--- config.mk ---
export PLATFORM = sky130hd
export DESIGN_NAME = zero_scan_ctrl
export DESIGN_NICKNAME = d
export VERILOG_FILES = /design/src/rtl/zero_scan_ctrl_pkg.sv /design/src/rtl/zero_detector.sv /design/src/rtl/zero_scan_ctrl.sv
export SDC_FILE = /design/constraint.sdc
export NUM_CORES = 1
export LEC_CHECK = 0
export ABC_AREA = 0
export CAP_MARGIN = 20
export CORE_ASPECT_RATIO = 0.7
export CORE_MARGIN = 2
export CORE_UTILIZATION = 35
export DETAILED_ROUTE_END_ITERATION = 12
export PLACE_DENSITY_LB_ADDON = 0.12
export SETUP_SLACK_MARGIN = 0.15
export SYNTH_ARGS = -nofsm -noshare
export SYNTH_HDL_FRONTEND = slang
export SYNTH_SLANG_ARGS = --single-unit
--- constraint.sdc ---
create_clock -name clk -period 2.6 [get_ports clk]
set_input_delay 0.39 -clock clk [delete_from_list [all_inputs] [get_ports clk]]
set_output_delay 0.39 -clock clk [all_outputs]
set_load 0.1 [all_outputs]
--- src/rtl/zero_scan_ctrl_pkg.sv ---
// Shared constants and state encoding for the multi-cycle zero-scan controller.
package zero_scan_ctrl_pkg;

    localparam int CHUNK_W = 64;

    typedef enum logic [1:0] {
        IDLE = 2'd0,
        SCAN = 2'd1,
        DONE = 2'd2
    } state_t;

endpackage

--- src/rtl/zero_detector.sv ---
// Existing 64-bit zero detector: is_zero is 1 exactly when the whole chunk is 0.
module zero_detector (
    input  logic [63:0] chunk,
    output logic        is_zero
);

    assign is_zero = (chunk == 64'd0);

endmodule

--- src/rtl/zero_scan_ctrl.sv ---
// Scans a captured wide word one 64-bit chunk per cycle through a single shared
// zero_detector and reports all-zero, first nonzero chunk index and nonzero count.
//
// state | meaning
// IDLE  | waiting for start; start captures the word and early_exit
// SCAN  | shadow chunk[idx] drives the detector; count and first index accumulate
// DONE  | one-cycle done pulse; start here begins the next scan directly
module zero_scan_ctrl
    import zero_scan_ctrl_pkg::*;
#(
    parameter  int NCHUNK = 4,
    parameter  int IDX_W  = $clog2(NCHUNK),
    localparam int DATA_W = NCHUNK * CHUNK_W
) (
    input  logic              clk,
    input  logic              rst_n,
    input  logic              start,
    input  logic              early_exit,
    input  logic [DATA_W-1:0] in_data,
    output logic              busy,
    output logic              done,
    output logic              all_zero,
    output logic [IDX_W-1:0]  first_nz_idx,
    output logic [IDX_W:0]    nz_count
);

    state_t state;
    state_t state_next;

    logic [DATA_W-1:0]  shadow;
    logic               early_reg;
    logic [IDX_W-1:0]   idx;
    logic [IDX_W:0]     work_cnt;
    logic [IDX_W-1:0]   first_idx;
    logic               found;

    logic [CHUNK_W-1:0] chunks [NCHUNK];
    logic [CHUNK_W-1:0] chunk_sel;
    logic               is_zero;
    logic               nz;
    logic               last;
    logic               scan_end;
    logic [IDX_W:0]     cnt_next;
    logic [IDX_W-1:0]   first_next;

    for (genvar i = 0; i < NCHUNK; i++) begin : g_chunk
        assign chunks[i] = shadow[i*CHUNK_W +: CHUNK_W];
    end

    assign chunk_sel = chunks[idx];

    zero_detector u_zero_detector (
        .chunk   (chunk_sel),
        .is_zero (is_zero)
    );

    assign nz         = ~is_zero;
    assign last       = (idx == IDX_W'(NCHUNK - 1));
    assign scan_end   = last || (early_reg && nz);
    assign cnt_next   = work_cnt + (IDX_W+1)'(nz);
    assign first_next = found ? first_idx : (nz ? idx : '0);

    always_ff @(posedge clk) begin
        if (!rst_n) begin
            state <= IDLE;
        end else begin
            state <= state_next;
        end
    end

    always_comb begin
        state_next = state;
        case (state)
            IDLE: if (start) state_next = SCAN;
            SCAN: if (scan_end) state_next = DONE;
            DONE: state_next = start ? SCAN : IDLE;
            default: state_next = IDLE;
        endcase
    end

    assign busy = (state == SCAN);
    assign done = (state == DONE);

    always_ff @(posedge clk) begin
        if (!rst_n) begin
            shadow       <= '0;
            early_reg    <= 1'b0;
            idx          <= '0;
            work_cnt     <= '0;
            first_idx    <= '0;
            found        <= 1'b0;
            all_zero     <= 1'b0;
            first_nz_idx <= '0;
            nz_count     <= '0;
        end else begin
            case (state)
                IDLE, DONE: begin
                    if (start) begin
                        shadow    <= in_data;
                        early_reg <= early_exit;
                        idx       <= '0;
                        work_cnt  <= '0;
                        first_idx <= '0;
                        found     <= 1'b0;
                    end
                end
                SCAN: begin
                    work_cnt <= cnt_next;
                    if (nz && !found) begin
                        first_idx <= idx;
                        found     <= 1'b1;
                    end
                    // Results are published only on the edge that leaves SCAN.
                    if (scan_end) begin
                        all_zero     <= (cnt_next == '0);
                        first_nz_idx <= first_next;
                        nz_count     <= cnt_next;
                    end else begin
                        idx <= idx + IDX_W'(1);
                    end
                end
                default: ;
            endcase
        end
    end

endmodule

==> impl_metrics.yaml <==
timing:
  fmaxAchievable_mhz: 417
  rsz0062_at_grt: "yes"
  finClkSkew_ns: 0.00877
  fin_crit_ns: 2.40
  period_share: 0.923
  worstMarginPinSlew_ns: 0.534
  final_max_slew_viol_count: 0
  finalSetupViolCount: 0
  hold_violations: 0
  relSlewSlack: 0.644
pwr:
  power.switching_mw: 2.44
  ir_drop_uv: 343
  p_per_area_nw_per_um2: 676
  comb_power_share: 0.146
  p_int_mw: 7.42
  switching_share: 0.248
  seqPwrFrac: 0.466
  power_mw: 9.87
  p_clk_frac: 0.388
  p_leak_nw: 5.49
finish:
  layout_common_cells: "528 x nand2_1, 271 x dfxtp_1, 259 x a21oi_1, 259 x clkdlybuf4s50_1, 43 x buf_4"
  syn_to_final_growth_pct: 43.7
  drive_gt1_frac: 0.0903
  reg_top3: "shadow x256, nz_count x3, work_cnt x3"
  regMostFlops: "shadow"
  fin_nets: 1821
  n_fill_cell: 2775
  largest_reg_flops: 256
  stdcell_area_um2: 14600
  finalNonFillerCells: 1953
  final_common_cell: "nand2_1"
setup_path:
  worstPathRequired_ns: 3.06
  cp-start-kind: "register"
  crit_start: "shadow[148]"
  arrival_ns: 2.86
  timing.rr.start: "shadow[148]"
  endpoint_kind: "register"
  worst-r2r-cell-count: 11
  crit_fanout: 2
  crit_type: "register to register"
die:
  fp-row-count: 52
  die_area_um2: 30400
  coreArea_um2: 28700
  dieHeight_um: 147
  fp.dieW_um: 208
  io_pins: 268
  initial_core_util: 0.354
route:
  wl_met1_mm: 15.3
  ant_nets: 0
  drc: 0
  routedWlPerCell_um: 15.6
  route.met2.wl_mm: 13.0
  top_layer_used: "met5"
  drtIter0Drc: 517
  wl_mm: 30.5
  via_per_inst: 4.83
  first_pass_iters: 5
  vias: 9427
  met3_length_mm: 1.54
min_path:
  min_path_cells: 3
  hp-class: "input pin to register"
  worst_hold_startpoint: "in_data[224]"
global_route:
  grt_pass1_wl_mm: 48.6
  grt_use_total: 0.196
  grt_max_degree: 104
  grt_pass1_vias: 9107
  grt_overflow: 0
  antenna_found_initial: 5
synthesis:
  synthAdderAreaFrac: 0.00370
  synth_compound_area_frac: 0.147
  synthCells: 1303
  synth_edf_count: 0
  synth_area_um2: 10200
  avgSynthCellArea_um2: 7.79
  synthXorXnorAreaFrac: 0.000862
  yosys_warnings: 0
  synthMuxAreaShare: 0.00690
  yosysSeqAreaShare: 0.538
  synth_top_family_by_area: "simple AND/OR/NAND/NOR gates"
  synth-simple-area-share: 0.264
  ys_async_sr_fraction: 0
  synth-main-ff-cell: "dfxtp_1"
  synth_cell_types: 42
  synth_nets: 1566
  ys_seq_elements: 273
clock_network:
  cts_tree: "built"
  clk_pin_slew_ns: 0.06
  cts_buffer_depth: 3
  cts_root_buffer: "clkbuf_16"
  clock_latency_ns: 0.53
  cts.sinks: 273
  numCtsBuffers: 27
  h-tree-depth: 1
job:
  drv_cap: 0
placed_design:
  globalplace.congestion: 0.757
  dp_hpwl_mm: 21.6
  dp.cells: 1900
  io_buffers: 267
  place_area_um2: 13400
outcome:
  status: "finished, final reports clean"
## Yosys cell counts, drive strengths merged, types with 2 or more instances
cell	number	area, um^2
a32o	2	20.0
o21ai	2	10.0
dfxtp	273	5470
o221a	2	22.5
nand2	528	1980
ha	3	37.5
mux2i	7	70.1
buf	13	75.1
nand4	15	93.8
and2	3	20.0
a21o	2	15.0
a22oi	2	15.0
nor4b	4	35.0
nor3	8	40.0
nor4	54	353
nor2b	2	12.5
a21oi	260	1300
clkbuf	79	317
or3	4	25.0
nand3	5	25.0
a31o	2	17.5
nor2	16	60.1
a32oi	2	25.0
inv	4	15.0
## what timing repair did
item                                    in CTS  in global routing
pin swaps                                   10                 13
gates cloned                                 0                  1
resized for setup                           27                 24
endpoints found under the setup margin      16                 10
hold buffers                                 0                  0
buffers inserted                             1                  5
## stage by stage
step	TNS [ns]	setup WS [ns]	hold WS [ns]	util
global placement	-3.56	-0.535	0.439	0.466
CTS	0	0.170	0.375	0.501
global route	0	0.0718	0.384	0.508
floorplan	0	0.211	0.431	-
detailed placement	-3.85	-0.566	0.443	0.466
finish	0	0.201	0.404	0.508
## path summary, 6_finish.rpt
path	end	slack, ns
max reg2reg	all_zero	0.20
max	all_zero	0.20
min	shadow[224]	0.40
min reg2reg	shadow[162]	0.45
## worst max-delay path, cell delays in order, from the launching register on
cell,delay (ns)
dfxtp_1,0.31
nor4_1,0.35
nand4_1,0.31
a21oi_2,0.22
o211ai_1,0.14
and2_4,0.21
ha_4,0.16
ha_4,0.15
xor2_1,0.15
o21ai_1,0.13
nand3b_1,0.08
mux2i_1,0.12
## cell families (layout without fill, tap and decap cells)
logic type | Yosys count | after routing
other | 0 | 2
buffers and inverters | 96 | 366
AO/OA/AOI/OAI | 280 | 280
flip-flops | 273 | 273
multiplexers | 7 | 7
adder cells (fa/ha/maj) | 3 | 3
XOR/XNOR | 1 | 1
AND/OR/NAND/NOR | 643 | 643
## final cells by class
class                           count  area (um^2)  share of cell area
Multi-Input combinational cell    934         4550               0.312
Sequential cell                   273         5470               0.375
Timing Repair Buffer              318         3200               0.219
Clock inverter                      5         52.6             0.00360
Clock buffer                       39          811              0.0556
Antenna cell                        2         5.00            0.000343
Inverter                            4         22.5             0.00154
Tap cell                          378          473              0.0324
## layer usage
layer  GRT usage  up-vias
met5           0        -
met4      0.0389        6
met3      0.0450       47
met2       0.294      186
met1       0.286     4325
li1            -     4863
## power by group through the flow
stage	combinational (mW)	sequential (mW)	clock, mW
6_report	1.44	4.60	3.83
5_1_grt	1.59	4.63	4.12
4_1_cts	1.43	4.59	3.94
3_5_place_dp	1.40	4.67	0
3_3_place_gp	1.39	4.66	0
2_1_floorplan	0.675	4.64	0
(Power assumes the default switching activity.)
